`config.mk`:
```
export PLATFORM = sky130hd
export DESIGN_NAME = pic_int_sequencer
export DESIGN_NICKNAME = d
export VERILOG_FILES = /design/src/rtl/pic_int_sequencer.sv
export SDC_FILE = /design/constraint.sdc
export NUM_CORES = 1
export LEC_CHECK = 0
export CAP_MARGIN = 0
export CORE_MARGIN = 3
export CORE_UTILIZATION = 64
export CTS_CLUSTER_SIZE = 8
export DETAILED_ROUTE_END_ITERATION = 16
export DONT_BUFFER_PORTS = 1
export PLACE_DENSITY = 0.83
export SYNTH_ARGS = -nofsm -noshare
export SYNTH_HDL_FRONTEND = slang
export SYNTH_SLANG_ARGS = --single-unit
```
`constraint.sdc`:
```
create_clock -name clk -period 7.2 [get_ports clk]
set_clock_uncertainty 0.1 [all_clocks]
set_input_delay 0.72 -clock clk [delete_from_list [all_inputs] [get_ports clk]]
set_output_delay 0.72 -clock clk [all_outputs]
set_load 0.02 [all_outputs]
```
`src/rtl/pic_int_sequencer.sv`:
```
// Interrupt request/service sequencer for an 8-level PIC.
// It captures IR requests into IRR, applies IMR masking and rotating
// fully-nested priority, and raises INT. It then runs the two-pulse INTA
// handshake, drives the vector byte, and keeps ISR under EOI, AEOI and
// rotation commands.
module pic_int_sequencer #(
    parameter int SYNC_STAGES = 2,
    parameter int INTA_PULSES = 2
) (
    input  logic       clk,
    input  logic       rst_n,
    input  logic [7:0] ir,
    input  logic       ltim,
    input  logic       aeoi,
    input  logic       auto_rot,
    input  logic [7:0] imr,
    input  logic [4:0] t_base,
    input  logic       eoi_cmd,
    input  logic       eoi_spec,
    input  logic       eoi_rot,
    input  logic       set_prio,
    input  logic [2:0] eoi_level,
    input  logic       inta_n,
    output logic       int_o,
    output logic [7:0] dout,
    output logic       dout_en,
    output logic [7:0] irr,
    output logic [7:0] isr,
    output logic       busy
);

    // Only the two-pulse acknowledge exists, and a single flop is not a synchroniser.
    if (SYNC_STAGES < 2 || INTA_PULSES != 2) begin : g_bad_param
        $error("pic_int_sequencer: needs SYNC_STAGES >= 2 and INTA_PULSES == 2");
    end

    typedef enum logic [1:0] {
        S_IDLE,
        S_ACK1,
        S_ACK2
    } state_e;

    // Result of a priority scan: rank 0 is the highest priority level.
    typedef struct packed {
        logic       found;
        logic [2:0] level;
        logic [2:0] rank;
    } prio_t;

    // The scan starts at lp+1 and wraps around to lp, which is the lowest priority.
    function automatic prio_t find_highest(input logic [7:0] vec, input logic [2:0] lp);
        prio_t      r;
        logic [2:0] lvl;
        r = '0;
        for (int k = 0; k < 8; k++) begin
            lvl = lp + 3'd1 + 3'(k);
            if (!r.found && vec[lvl]) begin
                r.found = 1'b1;
                r.level = lvl;
                r.rank  = 3'(k);
            end
        end
        return r;
    endfunction

    logic [7:0] sync_q [SYNC_STAGES];
    logic [7:0] irs;
    logic [7:0] irs_prev_q;
    logic       inta_q;
    logic       inta_fall;
    logic       inta_rise;

    logic [7:0] irr_q, irr_d, irr_nxt;
    logic [7:0] isr_q, isr_d;
    logic [2:0] lp_q, lp_d;

    state_e     state_q;
    logic [2:0] win_q;
    logic       spur_q;
    logic       int_q;
    logic [7:0] dout_q;
    logic       dout_en_q;
    logic       busy_q;

    prio_t      req_top;
    prio_t      isr_top;
    logic       cand_valid;
    logic       ack_take;
    logic       aeoi_done;

    // IR synchroniser chain, IR edge history and the single INTA sample register.
    // NOTE: all state uses non-blocking assignments, so every flop samples pre-edge values.
    always_ff @(posedge clk or negedge rst_n) begin
        if (!rst_n) begin
            // NOTE: the stage array is plain flops rather than a RAM, so it is reset like any register.
            for (int s = 0; s < SYNC_STAGES; s++) sync_q[s] <= '0;
            irs_prev_q <= '0;
            // The idle level of inta_n is high, so reset does not fake a fall.
            inta_q     <= 1'b1;
        end else begin
            sync_q[0] <= ir;
            for (int s = 1; s < SYNC_STAGES; s++) sync_q[s] <= sync_q[s-1];
            irs_prev_q <= irs;
            inta_q     <= inta_n;
        end
    end

    assign irs       = sync_q[SYNC_STAGES-1];
    assign inta_fall = inta_q & ~inta_n;
    assign inta_rise = ~inta_q & inta_n;

    // Request capture before the acknowledge clear. Priority is resolved on these fresh
    // requests, so INT follows the synchroniser output by one register stage.
    // NOTE: every always_comb output gets a default first, so no path infers a latch.
    always_comb begin
        irr_nxt = irr_q;
        if (ltim) begin
            irr_nxt = irs;
        end else begin
            if (state_q == S_IDLE) irr_nxt = irr_nxt & irs;
            irr_nxt = irr_nxt | (irs & ~irs_prev_q);
        end
    end

    assign req_top    = find_highest(irr_nxt & ~imr, lp_q);
    assign isr_top    = find_highest(isr_q, lp_q);
    // Fully nested: any in-service level of equal or higher priority blocks the candidate.
    assign cand_valid = req_top.found && (!isr_top.found || (req_top.rank < isr_top.rank));
    assign ack_take   = (state_q == S_IDLE) && inta_fall && cand_valid;
    assign aeoi_done  = (state_q == S_ACK2) && inta_rise && aeoi && !spur_q;

    // Next IRR/ISR/priority pointer. EOI works on the pre-set ISR, then the acknowledge set
    // is applied on top. set_prio comes last so that it owns lp when it coincides with an EOI.
    always_comb begin
        irr_d = irr_nxt;
        isr_d = isr_q;
        lp_d  = lp_q;
        if (ack_take) irr_d[req_top.level] = 1'b0;
        if (eoi_cmd) begin
            if (eoi_spec) begin
                isr_d[eoi_level] = 1'b0;
                if (eoi_rot) lp_d = eoi_level;
            end else if (isr_top.found) begin
                isr_d[isr_top.level] = 1'b0;
                if (eoi_rot) lp_d = isr_top.level;
            end
        end
        if (aeoi_done) begin
            isr_d[win_q] = 1'b0;
            if (auto_rot) lp_d = win_q;
        end
        if (ack_take) isr_d[req_top.level] = 1'b1;
        if (set_prio) lp_d = eoi_level;
    end

    // Request, in-service and lowest-priority registers. After reset IR0 is the highest priority.
    always_ff @(posedge clk or negedge rst_n) begin
        if (!rst_n) begin
            irr_q <= '0;
            isr_q <= '0;
            lp_q  <= 3'd7;
        end else begin
            irr_q <= irr_d;
            isr_q <= isr_d;
            lp_q  <= lp_d;
        end
    end

    // Acknowledge FSM with registered INT, vector and bus-enable outputs.
    always_ff @(posedge clk or negedge rst_n) begin
        if (!rst_n) begin
            state_q   <= S_IDLE;
            win_q     <= 3'd0;
            spur_q    <= 1'b0;
            int_q     <= 1'b0;
            dout_q    <= 8'h00;
            dout_en_q <= 1'b0;
            busy_q    <= 1'b0;
        end else begin
            case (state_q)
                S_IDLE: begin
                    if (inta_fall) begin
                        // With no valid candidate left, answer with the spurious level 7.
                        win_q   <= cand_valid ? req_top.level : 3'd7;
                        spur_q  <= !cand_valid;
                        int_q   <= 1'b0;
                        busy_q  <= 1'b1;
                        state_q <= S_ACK1;
                    end else begin
                        int_q <= cand_valid;
                    end
                end
                S_ACK1: begin
                    if (inta_fall) begin
                        dout_q    <= {t_base, win_q};
                        dout_en_q <= 1'b1;
                        state_q   <= S_ACK2;
                    end
                end
                S_ACK2: begin
                    if (inta_rise) begin
                        dout_en_q <= 1'b0;
                        busy_q    <= 1'b0;
                        state_q   <= S_IDLE;
                    end
                end
                default: state_q <= S_IDLE;
            endcase
        end
    end

    assign int_o   = int_q;
    assign dout    = dout_q;
    assign dout_en = dout_en_q;
    assign irr     = irr_q;
    assign isr     = isr_q;
    assign busy    = busy_q;

endmodule

```
After elaboration in Yosys (flattened, before gate mapping)
Index checks and enable logic that the tools add are counted.
{"block": "word_totals", "latchBits": 0, "regBits": 61, "word_cells": 196, "ramBits": 0, "romBits": 0, "memories": 0, "out_inout_bits": 27}
{"block": "classes", "n_reduce_logical": 50, "eq_ne": 5, "order_cmp": 17, "n_mul": 0, "n_div": 0, "muxes": 83, "bitwise": 19, "add_sub_neg": 8, "shift": 0}
{"op": "$mux 7", "count": 16}
{"op": "$mux 8", "count": 9}
{"op": "$and 8x8->8", "count": 7}
{"op": "$bmux 1 s3", "count": 16}
{"op": "$lt 3x4->1 const B", "count": 12}
{"op": "$not 8->8", "count": 6}
{"op": "$mux 3", "count": 9}
{"op": "$logic_and 1x1->1", "count": 24}
{"op": "$mux 1", "count": 23}
{"op": "$logic_not 1->1", "count": 17}
{"op": "$or 8x8->8", "count": 2}
{"op": "$add 3x3->3 const B", "count": 4}
{"op": "$demux 1 s3", "count": 4}
{"op": "$ge 3x1->1 const B", "count": 4}
{"op": "$reduce_and 3->1", "count": 3}
{"op": "$add 3x1->3 const B", "count": 2}
{"op": "$add 3x2->3 const B", "count": 2}
{"op": "$mux 2", "count": 3}
{"op": "$ne 2x2->1 const B", "count": 3}
{"op": "$pmux 2 s3", "count": 1}
{"op": "$pmux 1 s2", "count": 2}
{"op": "$reduce_and 2->1", "count": 2}
{"op": "$reduce_bool 2->1", "count": 2}
{"op": "$lt 3x3->1", "count": 1}
{"op": "other kinds (6)", "count": 8}

Logic depth before layout (Yosys ltp)
Gate-level depths: netlist (run 1).
{"block": "depth", "ltp_word": 38, "depth_mapped": 20, "depth_no_buf": 16}

Least setup slack after synthesis (run 1)
Ideal clock, no wire load.
{"block": "synth_timing", "path_kind": "register -> register", "start": "register lp_q[0]", "end": "register irr_q[7] (netlist: irr[7])", "path_buffers": 4, "arrival_ps": 4729, "setup_ps": 129, "path_stages_with_launch": 20, "setup_slack_ps": 2242, "path_cell_list": "dfstp_2 -> buf_6 -> buf_4 -> inv_2 -> ha_1 -> buf_2 -> mux4_2 -> or2_1 -> mux4_2 -> buf_2 -> nor3b_2 -> nor2b_1 -> nor2_1 -> ha_1 -> o21a_1 -> o21ai_1 -> nand2b_1 -> a31oi_1 -> nand2_2 -> o41a_1"}
{"block": "synth_via", "elab_chain_len": 32}
{"item": "start: declaration", "line": "75", "text": "logic [2:0] lp_q, lp_d;"}
{"item": "start signal: assignment", "line": "165", "text": "lp_q <= lp_d;"}
{"item": "$add 3x1->3 (*)", "line": "56", "text": "lvl = lp + 3'd1 + 3'(k);"}
{"item": "branches (longest 30 deep; another with $add 3x1->3)"}
{"item": "$mux 8 (*)", "line": "138", "text": "if (ack_take) irr_d[req_top.level] = 1'b0;"}
{"item": "named net irr_d[7]", "line": "73", "text": "logic [7:0] irr_q, irr_d, irr_nxt;"}
{"item": "end signal: assignment", "line": "163", "text": "irr_q <= irr_d;"}
{"item": "end: declaration", "line": "73"}
Mark *: on every way through the listed nets, which the timed path passes. The select of a mux whose other input is x is not followed.
A chain may end at the register's enable or synchronous reset.

Worst setup path after layout (run 1)
Same ends and word-level chain as after synthesis.

==> summary.md, run 1 <==
| Metric | Value |
|---|---|
| Latest clock arrival within the worst-skew pair | `0.34 ns` |
| Final Max Slew Viols | `0` |
| RSZ-0062 raised after global routing | `false` |
| Clock transition at path regs | `0.08 ns` |
| Final Critical Period | `5.55 ns` |
| Seq/Total Area, Yosys | `33.1%` |
| Critical Path Slowest Stage Cell | `ha_1` |
| Number of I/O pins | `61` |
| DRT Wirelength | `12300 µm` |
| Data required time of the worst path | `7.31 ns` |
| Worst setup endpoint | `irr[7]` |
| Syn avg cell area | `9.88 µm²` |
| Reg2Reg Depth | `15` |
| Crit path max fanout | `30` |
| Seq cells post-synth | `61` |
| Setup TNS | `0 ns` |
| Fmax | `180 MHz` |
| Worst setup EP type | `flip-flop` |
| Fin. Hold Viols | `0` |
| Max stage delay on crit path | `1.00 ns` |
| R2r startpoint | `lp_q[0]` |
| Residual DRC count | `0` |
| Synth Warn # | `0` |
| Die width | `91.0 µm` |
| Pre-CTS WS | `1.75 ns` |
| Number of diodes | `0` |
| Post-Syn Area | `0.00462 mm²` |
| Synth unique cells | `77` |
| Worst Tran Pin Value | `1.15 ns` |
| Clock Sinks | `61` |
| Internal | `1.24 mW` |
| Status | `finished, final reports clean` |
| Worst slew margin | `22.9%` |
| Layout area overhead | `4.55%` |
| Main synth FF type | `dfrtp_1` |
| CTS Buf Count | `9` |
| Post-synth EDFFs | `0` |
| Sw Share | `53.4%` |
| CP Data Arrival Time | `5.66 ns` |
| Seq. cell area | `0.00153 mm²` |
| Vias in the first global route | `3846` |
| Slack of the critical path | `1.65 ns` |
| First-pass GRT wire length | `19700 µm` |
| Crit path cell chain | `inv_2, ha_1, mux4_2, or2_1, mux4_2, nor3b_2, nor2b_1, nor2_1, ha_1, o21a_1, o21ai_1, nand2b_1, a31oi_1, nand2_2, o41a_1` |
| Final nets | `499` |
| Area taken by multi-input logic gates | `0.00290 mm²` |
| Post-DR wirelength/cell | `21.9 µm` |
| Gr ovfl total | `0` |
| Post-Synthesis Cells | `468` |
| Cell Rows | `30` |
| CP Class | `reg2reg` |
| Largest net degree at the start of global routing | `58` |
| RR Endpoint | `irr[7]` |
| Die Ht | `91.0 µm` |
| Part of the power in registers | `23.3%` |
| Placed Cells incl. Taps | `545` |
| Drt initial violations | `326` |
| Psw | `1.42 mW` |
| Crit path launch | `lp_q[0]` |
| GRT Overall Usage | `29.7%` |
| CP Launch Type | `flip-flop` |
| DRT Pass-1 Iters | `5` |
| # Post-CTS Setup Buffers | `0` |
| Initial Util | `66.9%` |
| Combinational share of power | `66.7%` |
| Fill cells | `558` |
| Max-capacitance violation count | `0` |
| Final Non-Filler Cells | `562` |
| VDD IR max | `428 µV` |
| Core Area | `0.00691 mm²` |
| Antenna Nets Post-Route | `0` |
| Clk buf depth | `2` |
| Async set-reset flop share out of synthesis | `100%` |
| Layout cell share with drive strength beyond 1 | `17.8%` |
| Final cycle utilization of the critical path | `77.0%` |
| Worst Hold Class | `in2async` |
| HPWL Detailed | `9140 µm` |
| Synthesized Nets | `506` |
| Port bufs | `0` |
| Final GP Congestion | `0.964` |
| Vias per inst | `7.09` |
| CTS tree | `done` |
| Via count | `3985` |
| P_leak | `1.90 nW` |
| Die ar. | `0.00828 mm²` |
| Power density over cell area | `551 mW/mm²` |
| Power share of the clock group | `10.0%` |
| H-tree Lvls | `3` |
| Initial antenna violation count | `0` |
| R2R Setup Slk | `1.65 ns` |
| Endpoints failing setup | `0` |
| Root buf cell | `clkbuf_8` |
-- flip-flops by register name, indices dropped and copies added (netlist names) --
name / cells
win_q: 3
dout: 8
irs: 8
busy: 1
isr: 8
spur_q: 1
irs_prev_q: 8
irr: 8
sync_q: 8
dout_en: 1
int_o: 1
lp_q: 3
state_q: 2
inta_q: 1
-- final cells by class --
cell class / instances / share of cell area [%]
Clock inverter: 7 / 1.04
Clock buffer: 9 / 2.56
Sequential cell: 61 / 31.7
Multi-Input combinational cell: 368 / 60.0
Timing Repair Buffer: 3 / 0.880
Tap cell: 96 / 2.49
Inverter: 18 / 1.40
-- how the worst min path moves through the flow --
stage                          start  endpoint
after CTS                      rst_n   lp_q[0]
after global routing           rst_n   lp_q[0]
after global placement    sync_q[15]    irs[7]
after detailed placement   sync_q[8]    irs[0]
after floorplan            sync_q[8]    irs[0]
final                          rst_n   lp_q[0]
-- cells in the mapped netlist (8+ instances only) --
cell type	n	area, µm²
a21oi_1	28	140
a221o_1	8	80.1
a22o_1	8	70.1
buf_2	8	40.0
dfrtp_1	57	1430
inv_1	17	63.8
mux2_2	17	191
mux2i_1	12	120
mux4_2	14	315
nand2_1	33	124
nand2b_1	12	75.1
nor2_1	43	161
nor2b_1	11	68.8
nor3_1	16	80.1
nor3b_1	8	60.1
o21ai_0	20	100
-- metal layers --
metal	wire, µm	up-vias	global-route usage (%)	part of all wire (%)
met5	0	-	0	0
li1	-	1797	-	-
met1	5170	1946	41.0	42
met3	862	37	5.72	7.0
met4	282	0	11.3	2.3
met2	5990	205	46.5	49
-- stage by stage --
stage / hold slack [ns] / utilization [%] / power [mW] / cell area [µm²]
floorplan: 0.231 / - / 2.00 / 4620
finish: 0.110 / 70.0 / 2.66 / 4830
CTS: 0.0998 / 70.0 / 2.63 / 4830
global placement: 0.232 / 67.1 / 2.31 / 4630
global route: 0.0935 / 70.0 / 2.85 / 4830
detailed placement: 0.236 / 67.1 / 2.35 / 4630
-- critical path: cells and delay by family (launching register included) --
kind,cells,cell delay (ns)
buffers and inverters,1,0.09
muxes,2,1.13
AOI/OAI and AO/OA,4,1.02
and+or+nand+nor,6,1.24
adders and majority gates,2,1.27
DFF,1,0.55
-- power groups by stage --
| stage | clock [mW] | combinational (mW) | sequential [mW] |
|---|---|---|---|
| after floorplan | 0 | 1.44 | 0.569 |
| after global placement | 0 | 1.69 | 0.620 |
| after detailed placement | 0 | 1.73 | 0.623 |
| after CTS | 0.272 | 1.74 | 0.618 |
| after global routing | 0.290 | 1.93 | 0.629 |
| final | 0.267 | 1.78 | 0.620 |
-- cell families after synthesis --
| kind of cell | Yosys count | synth area share [%] |
|---|---|---|
| xor+xnor | 6 | 1.92 |
| flops | 61 | 33.1 |
| compound gates | 154 | 28.3 |
| simple gates | 161 | 17.9 |
| buf+inv | 39 | 4.19 |
| mux | 43 | 13.6 |
| fa+ha+maj | 4 | 1.08 |
-- repair_timing --
item / 4_1_cts / 5_1_grt
endpoints found under the hold margin: 57 / 0
resized for setup: 0 / 0
hold buffers: 1 / 0
-- placed cells by master (no fill, tap or decap), drive strengths merged, types with 9 or more instances in the layout --
cell type / netlist / routed
dfrtp: 57 / 57
nor2: 43 / 43
nand2: 34 / 34
a21oi: 28 / 28
o21ai: 23 / 23
inv: 18 / 19
nor3: 18 / 18
mux2: 17 / 17
mux4: 14 / 14
nand2b: 12 / 12
mux2i: 12 / 12
nor2b: 11 / 11
nor3b: 10 / 10
clkbuf: 6 / 9
o41ai: 9 / 9
No activity file was read; power rests on OpenSTA's default activity.
==> inputs of run 2 (changes only) <==
CORE_UTILIZATION = 59   (was 64)
PLACE_DENSITY = 0.81   (was 0.83)
clock period = 4.6 ns   (was 7.2 ns; I/O delays follow)
==> summary.md, run 2 (same netlist as run 1, synthesis figures left out) <==
| Metric | Value |
|---|---|
| Die Ht | `94.5 µm` |
| CTS Buf Count | `9` |
| CP Data Arrival Time | `4.55 ns` |
| Number of diodes | `0` |
| Number of cells on the critical path | `15` |
| VDD IR max | `683 µV` |
| Fin. Hold Viols | `0` |
| Power density over cell area | `900 mW/mm²` |
| Clk buf depth | `2` |
| Setup TNS | `0 ns` |
| Core Area | `0.00741 mm²` |
| Final Non-Filler Cells | `597` |
| Vias per inst | `7.06` |
| Die width | `94.5 µm` |
| Endpoints failing setup | `0` |
| Root buf cell | `clkbuf_8` |
| RR Endpoint | `irr[7]` |
| Port bufs | `0` |
| Max-capacitance violation count | `0` |
| First-pass GRT wire length | `20800 µm` |
| Commonest non-fill, non-tap cell in the layout | `dfrtp_1` |
| Final cycle utilization of the critical path | `96.4%` |
| Number of I/O pins | `61` |
| Via count | `4212` |
| Reg2Reg Depth | `15` |
| Largest net degree at the start of global routing | `62` |
| Vias in the first global route | `4019` |
| Gr ovfl total | `0` |
| CTS tree | `done` |
| Commonest non-fill, non-tap cells in the layout | `dfrtp_1, nor2_1, nand2_1` |
| Crit path max fanout | `10` |
| Final Critical Period | `4.43 ns` |
| Fmax | `226 MHz` |
| Cell Rows | `31` |
| CP delay by family, top | `compound AO/OA/AOI/OAI gates` |
| Antenna Nets Post-Route | `0` |
| Placed Cells incl. Taps | `571` |
| CP Class | `reg2reg` |
| Layout cell share with drive strength beyond 1 | `24.5%` |
| Worst setup EP type | `flip-flop` |
| Initial antenna violation count | `0` |
| CP bufs+invs | `1` |
| Die ar. | `0.00893 mm²` |
| Max stage delay on crit path | `0.52 ns` |
| Worst Hold Class | `in2reg` |
| Post-DR wirelength/cell | `22.1 µm` |
| Total Power | `4.75 mW` |
| Final Max Slew Viols | `0` |
| GRT Overall Usage | `30.1%` |
| DRT Pass-1 Iters | `6` |
| Critical Path Slowest Stage Cell | `mux4_2` |
| Worst slew margin | `22.3%` |
| CP Launch Type | `flip-flop` |
| Worst setup endpoint | `irr[7]` |
| Seq. cell area | `0.00153 mm²` |
| Worst Tran Pin Value | `1.16 ns` |
| Drt initial violations | `395` |
| HPWL Detailed | `9300 µm` |
| P_leak | `2.12 nW` |
| Status | `finished, final reports clean` |
| Residual DRC count | `0` |
| Crit path launch | `state_q[1]` |
| Layout area overhead | `14.2%` |
| Clock transition at path regs | `0.07 ns` |
| Latest clock arrival within the worst-skew pair | `0.35 ns` |
| Data required time of the worst path | `4.72 ns` |
| R2R Setup Slk | `0.17 ns` |
| Clock Sinks | `61` |
| Final nets | `531` |
| Crit path cell chain | `buf_4, o21ba_1, o221a_1, mux2_2, mux4_2, o21bai_4, a2111oi_4, a21o_1, ha_1, o21a_1, o21ai_1, nand2b_1, a31oi_4, nand2_2, o41a_1` |
| Fill cells | `500` |
| Area taken by multi-input logic gates | `0.00301 mm²` |
| Final GP Congestion | `0.977` |
| DRT Wirelength | `13200 µm` |
| Initial Util | `62.4%` |
| H-tree Lvls | `3` |
| R2r startpoint | `state_q[1]` |
-- run 2: cell count changes in the layout (fill, tap and decap cells not counted), sizes merged --
cell | before | now
buf | 3 | 32
bufinv | 0 | 3
clkinv | 3 | 1
clkinvlp | 3 | 1
dlygate4sd3 | 0 | 2
inv | 19 | 20
nand2 | 34 | 35
-- run 2: where the power goes --
part	switching (mW)	total [mW]	internal [mW]
Clock	0.224	0.587	0.362
Combinational	1.88	3.19	1.31
Sequential	0.292	0.968	0.675
Total	2.40	4.75	2.35
-- run 2: per-layer routing --
metal | track usage [%] | part of all wire [%] | vias up | wire length, µm
li1 | - | - | 1865 | -
met1 | 39.5 | 39 | 2050 | 5210
met2 | 50.5 | 49 | 267 | 6510
met3 | 6.93 | 9.1 | 30 | 1200
met4 | 8.05 | 2.2 | 0 | 285
met5 | 0 | 0 | - | 0
-- run 2: worst min path at each step --
stage	startpoint	endpoint	cells after the start
after floorplan	rst_n	busy	0
after global placement	rst_n	sync_q[14]	0
after detailed placement	rst_n	sync_q[14]	0
after CTS	ir[3]	sync_q[11]	0
after global routing	ir[0]	sync_q[8]	0
final	ir[3]	sync_q[11]	0
-- run 2: what timing repair did --
action,in CTS,in global routing
setup buffers,0,6
pin swaps,0,3
cloned,0,1
hold endpoints to repair,62,0
hold buffers,3,0
setup endpoints to repair,17,18
gates resized for setup,5,8
-- run 2: layout make-up --
cell class,count,share of cell area [%]
Multi-Input combinational cell,369,57.1
Sequential cell,61,29.0
Timing Repair Buffer,34,5.55
Clock buffer,9,2.35
Tap cell,99,2.35
Clock inverter,7,2.28
Inverter,18,1.33
-- run 2: through the flow --
stage	hold slack [ns]	cell area, µm²	utilization, %	worst slack (ns)
2_1_floorplan	0.0644	4670	-	0.00353
3_3_place_gp	0.0658	4830	65.2	0.0996
3_5_place_dp	0.0657	4830	65.2	-0.0935
4_1_cts	0.0254	5180	69.9	0.00616
5_1_grt	0.00983	5280	71.2	-0.0231
6_report	0.0350	5280	71.2	0.167
-- run 2: worst register-to-register path: cells and delay by family (launching register included) --
family	cells	cell delay (ns)
compound gates	9	2.27
mux	2	0.84
fa+ha+maj	1	0.22
flops	1	0.42
simple gates	2	0.28
buf+inv	1	0.19
